<file path="config.mk">
export PLATFORM = sky130hd
export DESIGN_NAME = if_fetch_unit_flat
export DESIGN_NICKNAME = d
export VERILOG_FILES = /design/src/rtl/if_fetch_unit_pkg.sv /design/src/rtl/if_fetch_unit_if.sv /design/src/rtl/if_fetch_queue.sv /design/src/rtl/if_fetch_unit.sv /design/src/flat_wrapper.sv
export SDC_FILE = /design/constraint.sdc
export NUM_CORES = 1
export LEC_CHECK = 0
export CAP_MARGIN = 25
export CORE_ASPECT_RATIO = 0.5
export CORE_UTILIZATION = 41
export CTS_BUF_LIST = sky130_fd_sc_hd__clkbuf_16
export CTS_CLUSTER_SIZE = 16
export DETAILED_ROUTE_END_ITERATION = 8
export DONT_BUFFER_PORTS = 1
export PLACE_DENSITY = 0.64
export SYNTH_ARGS = -nofsm -noshare
export SYNTH_HDL_FRONTEND = slang
export SYNTH_SLANG_ARGS = --single-unit
</file>
<file path="constraint.sdc">
create_clock -name clk -period 5.8 [get_ports clk]
set_input_delay 0.87 -clock clk [delete_from_list [all_inputs] [get_ports clk]]
set_output_delay 0.87 -clock clk [all_outputs]
set_load 0.01 [all_outputs]
</file>
<file path="src/rtl/if_fetch_unit_pkg.sv">
// ---------------------------------------------------------------------------
// if_fetch_unit_pkg
// Shared types and constants for the instruction-fetch stage:
//   - default reset PC and pipeline bubble encoding
//   - fetch FSM state encoding
//   - fetch-queue entry {inst, pc4}
// ---------------------------------------------------------------------------
package if_fetch_unit_pkg;

    localparam int unsigned XLEN   = 32;
    localparam int unsigned QCNT_W = 2;             // queue holds 0..2 entries
    localparam int unsigned LVL_W  = QCNT_W + 1;    // headroom for occupancy sums

    localparam logic [XLEN-1:0] RESET_PC_DEFAULT    = 32'h0000_0000;
    localparam logic [XLEN-1:0] BUBBLE_INST_DEFAULT = 32'h0400_0000;
    localparam logic [XLEN-1:0] PC_STEP             = 32'd4;

    typedef enum logic [1:0] {
        ST_RUN  = 2'd0,     // no request outstanding
        ST_REQ  = 2'd1,     // request outstanding, response wanted
        ST_DROP = 2'd2      // request outstanding, response is stale
    } fetch_state_e;

    typedef struct packed {
        logic [XLEN-1:0] inst;
        logic [XLEN-1:0] pc4;
    } fetch_entry_t;

    // Fetch addresses are always word aligned.
    function automatic logic [XLEN-1:0] word_align(input logic [XLEN-1:0] addr);
        return addr & ~32'h3;
    endfunction

endpackage

</file>
<file path="src/rtl/if_fetch_unit_if.sv">
// ---------------------------------------------------------------------------
// if_fetch_unit_if
// Instruction-memory req/ack port.
//   imem_req   : fetch request, held until imem_ack
//   imem_addr  : word-aligned fetch address, stable while imem_req is high
//   imem_ack   : response valid (may coincide with imem_req)
//   imem_rdata : instruction word, valid with imem_ack
// master = fetch unit, slave = instruction memory.
// ---------------------------------------------------------------------------
interface if_fetch_unit_if;
    import if_fetch_unit_pkg::*;

    logic            imem_req;
    logic [XLEN-1:0] imem_addr;
    logic            imem_ack;
    logic [XLEN-1:0] imem_rdata;

    modport master (output imem_req, output imem_addr,
                    input  imem_ack, input  imem_rdata);

    modport slave  (input  imem_req, input  imem_addr,
                    output imem_ack, output imem_rdata);

endinterface

</file>
<file path="src/rtl/if_fetch_queue.sv">
// ---------------------------------------------------------------------------
// if_fetch_queue
// Two-entry FIFO of fetched {inst, pc4} records.
//   clk, rst : clock, asynchronous active-high reset
//   i_push   : write i_data at tail
//   i_pop    : drop head entry
//   i_clear  : empty the queue (wins over push/pop)
//   i_data   : entry to push
//   o_head   : head entry (meaningful only when o_count != 0)
//   o_count  : number of valid entries
// ---------------------------------------------------------------------------
module if_fetch_queue
    import if_fetch_unit_pkg::*;
(
    input  logic              clk,
    input  logic              rst,
    input  logic              i_push,
    input  logic              i_pop,
    input  logic              i_clear,
    input  fetch_entry_t      i_data,
    output fetch_entry_t      o_head,
    output logic [QCNT_W-1:0] o_count
);

    fetch_entry_t      r_mem [2];
    logic              r_wr_ptr;
    logic              r_rd_ptr;
    logic [QCNT_W-1:0] r_count;

    // Pointers and occupancy; simultaneous push/pop leaves count unchanged.
    always_ff @(posedge clk or posedge rst) begin
        if (rst) begin
            r_wr_ptr <= 1'b0;
            r_rd_ptr <= 1'b0;
            r_count  <= '0;
        end else if (i_clear) begin
            r_wr_ptr <= 1'b0;
            r_rd_ptr <= 1'b0;
            r_count  <= '0;
        end else begin
            if (i_push) r_wr_ptr <= ~r_wr_ptr;
            if (i_pop)  r_rd_ptr <= ~r_rd_ptr;
            r_count <= r_count + QCNT_W'(i_push) - QCNT_W'(i_pop);
        end
    end

    // Storage needs no reset: it is only observed through a valid count.
    always_ff @(posedge clk) begin
        if (i_push && !i_clear) begin
            r_mem[r_wr_ptr] <= i_data;
        end
    end

    assign o_head  = r_mem[r_rd_ptr];
    assign o_count = r_count;

endmodule

</file>
<file path="src/rtl/if_fetch_unit.sv">
// ---------------------------------------------------------------------------
// if_fetch_unit
// MIPS IF stage: owns the PC, fetches over a variable-latency req/ack port,
// buffers up to two instructions and presents the head to IF/ID.
//   clk, rst    : clock, asynchronous active-high reset
//   imem        : instruction-memory port (master side)
//   stall_i     : hazard stall, head is held
//   redirect_i  : taken branch/jump, flushes queue and retargets the PC
//   redirect_pc : redirect target (low two bits ignored)
//   if_pc       : PC+4 of head instruction, 0 when empty
//   if_inst     : head instruction, BUBBLE_INST when empty
//   if_valid    : queue non-empty
//   if_flush    : IF/ID flush, mirrors redirect_i
// ---------------------------------------------------------------------------
module if_fetch_unit
    import if_fetch_unit_pkg::*;
#(
    parameter logic [XLEN-1:0] RESET_PC    = RESET_PC_DEFAULT,
    parameter logic [XLEN-1:0] BUBBLE_INST = BUBBLE_INST_DEFAULT
)(
    input  logic             clk,
    input  logic             rst,
    if_fetch_unit_if.master  imem,
    input  logic             stall_i,
    input  logic             redirect_i,
    input  logic [XLEN-1:0]  redirect_pc,
    output logic [XLEN-1:0]  if_pc,
    output logic [XLEN-1:0]  if_inst,
    output logic             if_valid,
    output logic             if_flush
);

    fetch_state_e      r_state;
    fetch_state_e      w_state_nxt;
    logic [XLEN-1:0]   r_pc;
    logic [XLEN-1:0]   w_pc_nxt;
    logic [XLEN-1:0]   r_req_addr;
    logic [XLEN-1:0]   w_req_addr_nxt;
    logic [XLEN-1:0]   w_pc_plus4;
    logic              w_req;
    logic [XLEN-1:0]   w_addr;
    logic              w_push;
    logic              w_consume;
    logic              w_valid;
    logic [LVL_W-1:0]  w_level;
    logic [QCNT_W-1:0] w_count;
    fetch_entry_t      w_push_data;
    fetch_entry_t      w_head;

    assign w_valid    = (w_count != '0);
    assign w_consume  = w_valid && !stall_i && !redirect_i;
    assign w_pc_plus4 = r_pc + PC_STEP;
    // Occupancy after this cycle's pop; a new fetch only issues if it has a slot.
    assign w_level    = LVL_W'(w_count) - LVL_W'(w_consume);

    // State, PC and in-flight address registers.
    always_ff @(posedge clk or posedge rst) begin
        if (rst) begin
            r_state    <= ST_RUN;
            r_pc       <= RESET_PC;
            r_req_addr <= RESET_PC;
        end else begin
            r_state    <= w_state_nxt;
            r_pc       <= w_pc_nxt;
            r_req_addr <= w_req_addr_nxt;
        end
    end

    // Fetch FSM: request issue, ack handling and redirect.
    always_comb begin
        w_state_nxt      = r_state;
        w_pc_nxt         = r_pc;
        w_req_addr_nxt   = r_req_addr;
        w_req            = 1'b0;
        w_addr           = r_req_addr;
        w_push           = 1'b0;
        w_push_data.inst = imem.imem_rdata;
        w_push_data.pc4  = w_pc_plus4;

        unique case (r_state)
            ST_RUN: begin
                // Held low during reset so the memory sees no request.
                if (!rst && (w_level < LVL_W'(2))) begin
                    w_req          = 1'b1;
                    w_addr         = r_pc;
                    w_req_addr_nxt = r_pc;
                    if (imem.imem_ack) begin
                        if (!redirect_i) begin
                            w_push   = 1'b1;
                            w_pc_nxt = w_pc_plus4;
                        end
                    end else begin
                        w_state_nxt = redirect_i ? ST_DROP : ST_REQ;
                    end
                end
            end
            ST_REQ: begin
                w_req = 1'b1;
                if (imem.imem_ack) begin
                    if (!redirect_i) begin
                        w_push   = 1'b1;
                        w_pc_nxt = w_pc_plus4;
                    end
                    w_state_nxt = ST_RUN;
                end else if (redirect_i) begin
                    w_state_nxt = ST_DROP;
                end
            end
            ST_DROP: begin
                // Keep the old request alive until it completes, then discard it.
                w_req = 1'b1;
                if (imem.imem_ack) begin
                    w_state_nxt = ST_RUN;
                end
            end
            default: begin
                w_state_nxt = ST_RUN;
            end
        endcase

        if (redirect_i) begin
            w_pc_nxt = word_align(redirect_pc);
        end
    end

    if_fetch_queue u_queue (
        .clk     (clk),
        .rst     (rst),
        .i_push  (w_push),
        .i_pop   (w_consume),
        .i_clear (redirect_i),
        .i_data  (w_push_data),
        .o_head  (w_head),
        .o_count (w_count)
    );

    assign imem.imem_req  = w_req;
    assign imem.imem_addr = w_addr;

    assign if_valid = w_valid;
    assign if_inst  = w_valid ? w_head.inst : BUBBLE_INST;
    assign if_pc    = w_valid ? w_head.pc4  : '0;
    assign if_flush = redirect_i;

endmodule

</file>
<file path="src/flat_wrapper.sv">
// flat-port wrapper written by rule: the top's interface ports become plain ports
module if_fetch_unit_flat import if_fetch_unit_pkg::*;
#(
    parameter logic [XLEN-1:0] RESET_PC    = RESET_PC_DEFAULT,
    parameter logic [XLEN-1:0] BUBBLE_INST = BUBBLE_INST_DEFAULT
)
  (clk, rst, stall_i, redirect_i, redirect_pc, if_pc, if_inst, if_valid, if_flush, imem_imem_req, imem_imem_addr, imem_imem_ack, imem_imem_rdata);
  if_fetch_unit_if imem_i ();
  input  logic clk;
  input  logic rst;
  input  logic stall_i;
  input  logic redirect_i;
  input  logic [XLEN-1:0] redirect_pc;
  output logic [XLEN-1:0] if_pc;
  output logic [XLEN-1:0] if_inst;
  output logic if_valid;
  output logic if_flush;
  output wire logic [$bits(imem_i.imem_req)-1:0] imem_imem_req;
  output wire logic [$bits(imem_i.imem_addr)-1:0] imem_imem_addr;
  input wire logic [$bits(imem_i.imem_ack)-1:0] imem_imem_ack;
  input wire logic [$bits(imem_i.imem_rdata)-1:0] imem_imem_rdata;
  assign imem_imem_req = imem_i.imem_req;
  assign imem_imem_addr = imem_i.imem_addr;
  assign imem_i.imem_ack = imem_imem_ack;
  assign imem_i.imem_rdata = imem_imem_rdata;
  if_fetch_unit #(.RESET_PC(RESET_PC), .BUBBLE_INST(BUBBLE_INST)) u_core (.clk(clk), .rst(rst), .imem(imem_i), .stall_i(stall_i), .redirect_i(redirect_i), .redirect_pc(redirect_pc), .if_pc(if_pc), .if_inst(if_inst), .if_valid(if_valid), .if_flush(if_flush));
endmodule
</file>
# [Word-level counts from Yosys, hierarchy flattened]
# Memory sizes are Yosys's and may differ from the RTL's.
# Cells that the tools add are included.
[totals] inputBits=69 ff_bits=70 n_memories=1 mem_bits_ro=0 mem_bits_rw=128 output_inout_bits=99 latchBits=0
[mem_list] memory="u_core.u_queue.r_mem" words=2 width=64 rd=1 rd_clocked_by_memory_dff=0 write_ports=1 line="if_fetch_queue.sv:25" source="fetch_entry_t r_mem [2];"
[classes] n_mul=0 eq_ne=7 shift=0 order_cmp=1 reduce_logical=15 bitwise=2 n_div=0 addsub=4 n_mux=28
[ops] cell="2-to-1 mux 32 bit" n=7
[ops] cell="case mux 32 bit (2 select lines)" n=1
[ops] cell="adder 32 x 3 -> 32 bit, second input constant" n=1
[ops] cell="2-to-1 mux 2 bit" n=7
[ops] cell="2-to-1 mux 1 bit" n=10
[ops] cell="case mux 2 bit (3 select lines)" n=1
[ops] cell="nonzero test 2 bit" n=3
[ops] cell="logical AND 1 bit" n=4
[ops] cell="!= test 2 bit, second input constant" n=2
[ops] cell="case mux 1 bit (2 select lines)" n=2
[ops] cell="AND reduction 4 bit" n=1
[ops] cell="logical NOT 1 bit" n=3
[ops] cell="< comparator 3 x 2 -> 1 bit, second input constant" n=1
[ops] cell="!= test 3 x 2 -> 1 bit, second input constant" n=1
[ops] cell="!= test 3 bit, second input constant" n=1
[ops] cell="nonzero test 3 bit" n=1
[ops] cell="subtractor 2 x 1 -> 3 bit" n=1
[ops] cell="adder 2 x 1 -> 2 bit" n=1
[ops] cell="== test 2 x 1 -> 1 bit, second input constant" n=1
[ops] cell="== test 2 bit, second input constant" n=1
[ops] cell="logical NOT 2 bit" n=1
[ops] cell="!= test 2 x 1 -> 1 bit, second input constant" n=1
[ops] cell="inverter 1 bit" n=2
[ops] cell="AND reduction 2 bit" n=1
[ops] cell="2 further kinds" n=2

# [Depth between registers and ports, before layout]
[depth] ltp_word=11 depth_mapped=12

# [Modules after synthesis]
# From an unflattened synthesis, not the netlist that was laid out.
[hier_totals] hier_cells=650 hier_area_um2=9105.0
[by_module_without_submodules] module="if_fetch_queue" seq_area_each_um2=3943.8 instances=1 cells_each=217 area_each_um2=5034.8
[by_module_without_submodules] module="if_fetch_unit" seq_area_each_um2=1601.5 instances=1 cells_each=433 area_each_um2=4070.2

# [Worst setup path after synthesis]
# OpenSTA, ideal clock, no wires.
[synth_timing] path_kind="input -> register" from="input rst" to="memory u_core.u_queue.r_mem[0][10] in the netlist's numbering (enable)" path_slack_ns=-0.604 required_ns=5.310 arrival_time_ns=5.915 path_stages=5 setup_time_ns=0.490 path_cell_list="inv_1 -> and3_1 -> clkbuf_1 -> o21a_1 -> nor2b_1"
[synth_via] elab_chain_len=7
[synth_lines] element="start, declared" line="flat_wrapper.sv:10" source="input logic rst;"
[synth_lines] element="logical NOT 1 bit (no source line)"
[synth_lines] element="logical AND 1 bit" line="if_fetch_unit.sv:83" source="if (!rst && (w_level < LVL_W'(2))) begin"
[synth_lines] element="2-to-1 mux 1 bit" line="if_fetch_unit.sv:83"
[synth_lines] element="case mux 1 bit (2 select lines)" line="if_fetch_unit.sv:80" source="unique case (r_state)"
[synth_lines] element="logical AND 1 bit" line="if_fetch_queue.sv:49" source="if (i_push && !i_clear) begin"
[synth_lines] element="2-to-1 mux 1 bit" line="if_fetch_queue.sv:49"
[synth_lines] element="2-to-1 mux 1 bit (implied by the code)" line="if_fetch_queue.sv:50" source="r_mem[r_wr_ptr] <= i_data;"
[synth_lines] element="end, declared" line="if_fetch_queue.sv:25"
# No other way between the ends.

# [Worst setup path in the final report]
[layout_timing] from="input redirect_i" to="output imem_imem_addr[16]"
[layout_via] elab_chain_len=7
[layout_lines] element="start, declared" line="flat_wrapper.sv:12" source="input logic redirect_i;"
[layout_lines] element="logical NOT 1 bit" line="if_fetch_unit.sv:51" source="assign w_consume = w_valid && !stall_i && !redirect_i;"
[layout_lines] element="logical AND 1 bit" line="if_fetch_unit.sv:51"
[layout_lines] element="subtractor 2 x 1 -> 3 bit" line="if_fetch_unit.sv:54" source="assign w_level = LVL_W'(w_count) - LVL_W'(w_consume);"
[layout_lines] element="< comparator 3 x 2 -> 1 bit" line="if_fetch_unit.sv:83"
[layout_lines] element="logical AND 1 bit" line="if_fetch_unit.sv:83"
[layout_lines] element="2-to-1 mux 32 bit" line="if_fetch_unit.sv:83"
[layout_lines] element="2-to-1 mux 32 bit" line="if_fetch_unit.sv:80"
[layout_lines] element="end, declared" line="flat_wrapper.sv:19" source="output wire logic [$bits(imem_i.imem_addr)-1:0] imem_imem_addr;"
# No other way between the ends.

==> impl_metrics.json <==
{
  "layout.nets": 771,
  "ys_ff_latch": 192,
  "cts_tree": "done",
  "dp_hpwl_mm": 12.71,
  "hold_class": "input pin to async pin",
  "fill_cells": 1787,
  "place_area_mm2": 0.008706,
  "wl_per_cell_um": 19.04,
  "antenna_found_initial": 1,
  "fp.dieW_um": 205.5,
  "outcome": "finished clean",
  "track_usage": 0.1796,
  "critPathSlowestCell": "nand3_1",
  "syn2layout_area_growth_pct": 9.627,
  "tns_ps": 0,
  "route.detailed.drc": 0,
  "r2r-start": "u_core.u_queue.o_count[1]",
  "design.die.area_mm2": 0.02131,
  "ys_warn_count": 0,
  "num_rows": 36,
  "initial_core_util": 0.4272,
  "grt_pass1_vias": 4951,
  "place.port_buffers": 0,
  "routabilityCongestion": 0.7849,
  "drt-total-wl_mm": 18.53,
  "finClkSkew_ps": 10.38,
  "rsz0062_at_grt": "no",
  "path_max_fanout": 60,
  "route.vias.total": 5118,
  "post_cts_resized": 0,
  "clock-sinks": 192,
  "reg2reg_slack_ps": 2500,
  "coreArea_mm2": 0.01986,
  "clock-root-buffer": "clkbuf_16",
  "tightest_slew_ps": 1054,
  "stdcell_area_mm2": 0.009304,
  "cp.required_ps": 4930,
  "worstPathCellList": "nor3_1 -> ha_1 -> xnor2_1 -> nand3_1 -> buf_4 -> o21ai_0",
  "grt_max_degree": 65,
  "cp-end-kind": "primary output",
  "leakage_nw": 3.343,
  "fin_crit_ps": 3751,
  "crit_arrival_ps": 2880,
  "critical_path.max_stage_delay_ps": 450,
  "setup.worst_path.class": "input pin to primary output",
  "slew_violations": 0,
  "synth_area_per_cell_um2": 11.95,
  "via_per_inst": 5.260,
  "ir_drop_uv": 210.9,
  "drt.antenna.violating_nets": 0,
  "finalHoldViolCount": 0,
  "die_y_um": 103.7,
  "grt_overflow": 0,
  "grt_pass1_wl_mm": 28.92,
  "io_pins": 168,
  "diodes": 0,
  "synthCells": 710,
  "cts_max_level": 4,
  "syn-cell-area_mm2": 0.008487,
  "drv_cap": 0,
  "clk_pin_slew_ps": 70,
  "powerDensity_mw_per_mm2": 397.5,
  "cp-start-kind": "input pin",
  "drt-pass1-iter-count": 5,
  "clk_path_buf_depth": 2,
  "setup_viol": 0,
  "cts_setup_buffers": 0,
  "fmax_mhz": 266.6,
  "cts_buffers": 17,
  "cts_hold_buf": 0,
  "ys_seq_area_frac": 0.6392,
  "r2r_end": "u_core.u_queue.r_mem[0][12]",
  "reg2reg_depth": 8,
  "clock_latency_ps": 440,
  "synth.distinct_cells": 47,
  "post-route-period-util": 0.6468,
  "slew-limit-headroom": 0.2975,
  "drt_iter0_drc": 348,
  "drive_above_1_share": 0.08062
}
-- state kept, by name, summed over array words and instances, names as in the netlist --
name	flops
u_core.u_queue.r_wr_ptr	1
u_core.u_queue.r_rd_ptr	1
u_core.r_pc	30
u_core.r_req_addr	32
u_core.u_queue.r_mem	124
u_core.r_state	2
u_core.u_queue.o_count	2
-- synthesized netlist by cell type (all sizes together) --
master / instances / area share
edfxtp: 124 / 0.44
nand2: 124 / 0.055
nor2: 81 / 0.036
dfrtp: 68 / 0.20
mux2i: 63 / 0.074
xnor2: 37 / 0.038
o21ai: 32 / 0.019
clkbuf: 27 / 0.012
nand3: 23 / 0.015
xor2: 20 / 0.021
buf: 18 / 0.011
nor3: 13 / 0.0083
nand4: 12 / 0.011
inv: 11 / 0.0049
ha: 8 / 0.012
nor4: 7 / 0.0077
and2: 5 / 0.0037
and3: 5 / 0.0037
a21oi: 4 / 0.0024
or3: 4 / 0.0035
and4: 3 / 0.0032
nor2b: 3 / 0.0022
o211ai: 3 / 0.0032
and3b: 2 / 0.0021
mux2: 2 / 0.0027
o311ai: 2 / 0.0029
a21o: 1 / 0.00088
a221oi: 1 / 0.0010
a31oi: 1 / 0.00074
clkinv: 1 / 0.00044
conb: 1 / 0.00044
o21a: 1 / 0.00088
o2bb2ai: 1 / 0.0010
o31ai: 1 / 0.00088
or4: 1 / 0.00088
-- final cells by class --
class | instances | area (um^2) | share of cell area
clock buffer | 17 | 425.4 | 0.04572
clock inverter | 15 | 145.1 | 0.01560
inverter | 12 | 45.04 | 0.004841
multi-input combinational | 462 | 2839 | 0.3051
sequential | 192 | 5429 | 0.5835
tap | 266 | 332.8 | 0.03577
timing repair buffer | 9 | 87.58 | 0.009414
-- per-layer routing --
layer	track usage	vias to the layer above	part of all wire
met1	0.2611	2515	0.48
met2	0.2557	167	0.44
met3	0.05947	14	0.077
met5	0	-	0
met4	0.04550	0	0.0084
li1	-	2422	-
-- stage by stage --
step | power (mW) | std cells | hold slack [ps] | utilization | setup WS, ps
after floorplan | 2.403 | 711 | 501.8 | - | 589.0
after global placement | 2.576 | 940 | 519.3 | 0.4383 | 2134
after detailed placement | 2.605 | 940 | 523.9 | 0.4383 | 2029
after CTS | 3.738 | 972 | 282.6 | 0.4670 | 2003
after global routing | 3.900 | 973 | 302.7 | 0.4684 | 1783
final | 3.698 | 973 | 290.3 | 0.4684 | 2049
-- cells in the final DEF, fill, tap and decap left out, drive strengths merged --
cell type and count:
nand2 124, edfxtp 124, nor2 81, dfrtp 68
mux2i 63, xnor2 37, o21ai 32, nand3 23
xor2 20, inv 19, clkbuf 17, nor3 13
nand4 12, buf 9, ha 8, nor4 7
clkinv 7, and3 5, and2 5, a21oi 4
or3 4, and4 3, nor2b 3, o211ai 3
and3b 2, mux2 2, conb 2, o311ai 2
o2bb2ai 1, a21o 1, o21a 1, o31ai 1
or4 1, a31oi 1, a221oi 1, clkinvlp 1
-- how the worst max path moves through the flow --
stage	startpoint	to	cells past startpoint
final	redirect_i	imem_imem_addr[16]	6
after global routing	u_core.u_queue.o_count[1]	imem_imem_addr[16]	7
after CTS	u_core.u_queue.o_count[1]	imem_imem_addr[16]	7
after detailed placement	redirect_i	u_core.u_queue.r_mem[0][10]	7
after global placement	redirect_i	u_core.u_queue.r_mem[0][19]	7
after floorplan	rst	u_core.u_queue.r_mem[0][10]	5
-- worst max-delay path, delay by kind of cell --
kind / cells / cell delay [ps]
xor gates and xnor gates: 1 / 230
adders and majority gates: 1 / 220
buffers and inverters: 1 / 380
and+or+nand+nor: 2 / 730
AOI/OAI and AO/OA: 1 / 420
-- cells by family (layout without fill, tap and decap cells) --
group,count (synthesis),after routing,share of synthesized area
multiplexers,65,65,0.07696
other,1,2,0.0004419
AO/OA/AOI/OAI,47,47,0.03288
AND/OR/NAND/NOR,283,283,0.1513
adder cells (fa/ha/maj),8,8,0.01179
flip-flops,192,192,0.6392
buffers and inverters,57,53,0.02860
XOR/XNOR,57,57,0.05882
-- power breakdown --
| group | switching [mW] | internal [mW] | total [mW] |
|---|---|---|---|
| Sequential | 0.108 | 1.66 | 1.77 |
| Combinational | 0.573 | 0.226 | 0.799 |
| Clock | 0.561 | 0.572 | 1.13 |
Power figures use the tool's default switching activity.
==> variant: new RTL, config.mk and constraints unchanged <==
The 3 states of `fetch_state_e` get a one-hot encoding in 3 bits.
--- a/src/rtl/if_fetch_unit_pkg.sv
+++ b/src/rtl/if_fetch_unit_pkg.sv
@@ -16,8 +16,8 @@
     localparam logic [XLEN-1:0] PC_STEP             = 32'd4;
 
-    typedef enum logic [1:0] {
-        ST_RUN  = 2'd0,     // no request outstanding
-        ST_REQ  = 2'd1,     // request outstanding, response wanted
-        ST_DROP = 2'd2      // request outstanding, response is stale
+    typedef enum logic [2:0] {
+        ST_RUN  = 3'b001,     // no request outstanding
+        ST_REQ  = 3'b010,     // request outstanding, response wanted
+        ST_DROP = 3'b100      // request outstanding, response is stale
     } fetch_state_e;
 
Formal check against the unedited RTL: no difference found for any inputs over 4 cycles, from zero or initial values and one cycle with rst high; so few cycles prove little.
==> variant against the unedited design <==
- setup slack better by 110 ps
- cell area is 0.48% lower
- first-iteration DRC count is 5.2% higher
- synthesized cell count is 9.0% lower
- wire length is 5.5% lower
- register-to-register slack worse by 330 ps
- count of clock-buffer cells in the layout is 1 higher
- utilization is 0.12 points lower
- synthesized area is 0.28% lower
- global-route usage is 0.89 points lower
- combinational power is 39% lower
- power is 11% lower
- sequential share of layout area is 0.57 points higher
- sequential cell count is 1 higher
- critical path type is now input pin to flip-flop
- largest power group unchanged
==> variant: results (changes against the unedited design) <==
outcome:
  status: "completed"  # unchanged
grt:
  grtUsageMet3_pct: 6.702  # was 5.947%
  grt_pass1_wl_mm: 27.19  # was 28.92 mm
  grt_use_met1_pct: 24.27  # was 26.11%
  grt_use_met2_pct: 24.03  # was 25.57%
  grt_max_degree: 80  # was 65
  grt_antenna_before_repair: 0  # was 1
  track_usage_pct: 17.06  # was 17.96%
  grt_pass1_vias: 4605  # was 4951
placed_design:
  post-place-ws_ps: 1737  # was 2029 ps
  gp_congestion: 0.7560  # was 0.7849
  place_inst: 877  # was 940
  dpl.hpwl_mm: 11.53  # was 12.71 mm
  dpl_cell_area_um2: 8693  # was 8706 µm²
  io_buffer_count: 0  # unchanged
logic_synthesis:
  ys.flop_type: "edfxtp_1"  # unchanged
  synthAdderAreaFrac_pct: 0.5914  # was 1.179%
  ys_seq_area_share_pct: 64.41  # was 63.92%
  ys_types: 48  # was 47
  synth-compound-area-share_pct: 3.223  # was 3.288%
  synth_xor_area_share_pct: 5.485  # was 5.882%
  syn_inst: 646  # was 710
  synth_enable_flop_cells: 124  # unchanged
  muxShareOfSynthArea_pct: 11.16  # was 7.696%
  async_reset_ff_share_pct: 35.75  # was 35.42%
  synthTopCellsByArea: "edfxtp_1, dfrtp_1, mux2i_1, mux2_2, nor2_1"  # was edfxtp_1, dfrtp_1, mux2i_1, nand2_1, xnor2_1
  synthTopCellsByCount: "edfxtp_1, nor2_1, dfrtp_1"  # was edfxtp_1, nand2_1, nor2_1
clocking:
  cts_buffers: 17  # unchanged
  post-cts-setup-buffers: 0  # unchanged
  clock_latency_ps: 450
  cts_resized: 0  # unchanged
  htree_levels: 4  # unchanged
critical_path:
  max_stage_delay_ps: 640  # was 450 ps
  crit_end: "u_core.u_queue.r_mem[1][53]"  # was imem_imem_addr[16]
  crit_fanout: 79  # was 60
  r2r_cells: 10  # was 8
  crit_slowest_cell: "buf_4"  # was nand3_1
  regToRegSetupSlack_ps: 2170  # was 2500 ps
pwr:
  ir_drop_mv: 0.1741  # was 0.2109 mV
  power.switching_mw: 0.9423  # was 1.242 mW
  leakagePower_nw: 3.260  # was 3.343 nW
routing:
  wl_per_cell_um: 19.25  # was 19.04 µm
  drtIter0Drc: 366  # was 348
  vias_per_cell: 5.211  # was 5.260
  drt-pass1-iter-count: 4  # was 5
sta:
  slew_headroom_pct: 43.39  # was 29.75%
  min_period_ps: 3640  # was 3751 ps
  fin_worst_skew_ps: 20.94  # was 10.38 ps
layout:
  final_layout_size_suffix_gt1_share_pct: 12.75  # was 8.062%
  insertedDiodeCount: 0  # unchanged
  layout.nets: 703  # was 771
  final_cell_area_um2: 9259  # was 9304 µm²
  layout.cells.non_filler: 909  # was 973
  fill_cells: 1766  # was 1787
## variant: cell types whose count changed in the layout (fill, tap and decap cells not counted), moves of 4 or more
cell	before	now
nand2b_1	0	4
xnor2_1	37	22
nor2_1	80	72
mux2_2	2	27
nor2b_1	2	6
nand2_1	124	48
xor2_1	20	31
and3_1	5	9
ha_1	8	4
nor3_1	12	3
## variant: power groups by stage
stage          Clock (mW)  Sequential (mW)  Combinational [mW]
4_1_cts              1.16             1.68               0.494
5_1_grt              1.23             1.70               0.530
6_report             1.14             1.68               0.484
2_1_floorplan           0             1.67               0.422
3_3_place_gp            0             1.71               0.484
3_5_place_dp            0             1.71               0.492
## variant: area by class of cell
type | count | area share (%)
sequential | 193 | 58.92
multi-input combinational | 403 | 30.45
clock buffer | 18 | 4.865
tap | 266 | 3.595
clock inverter | 14 | 1.243
timing repair buffer | 8 | 0.6486
inverter | 7 | 0.2838
## variant: how the worst min path moves through the flow
stage | start | endpoint | slack [ps] | cells after the start
after global placement | u_core.r_req_addr[25] | u_core.r_req_addr[25] | 520 | 1
after global routing | rst | u_core.r_state[1] | 440 | 1
final | rst | u_core.r_state[1] | 380 | 1
after detailed placement | u_core.r_req_addr[7] | u_core.r_req_addr[7] | 530 | 1
after floorplan | u_core.r_req_addr[10] | u_core.r_req_addr[10] | 510 | 1
after CTS | rst | u_core.r_state[1] | 390 | 1
## variant: worst register-to-register path: stages, from the launching register on
cell	delay, ps
dfrtp_1	440
nor2_4	60
nor3_1	230
ha_1	220
xnor2_1	180
a21o_1	160
buf_4	250
nand2_1	520
nor2_1	310
and2_2	170
buf_4	640
## variant: per-layer routing
metal / part of all wire [%] / wire (µm)
met1: 48 / 8408
met2: 44 / 7657
met3: 7.1 / 1249
met4: 1.1 / 185
met5: 0 / 0
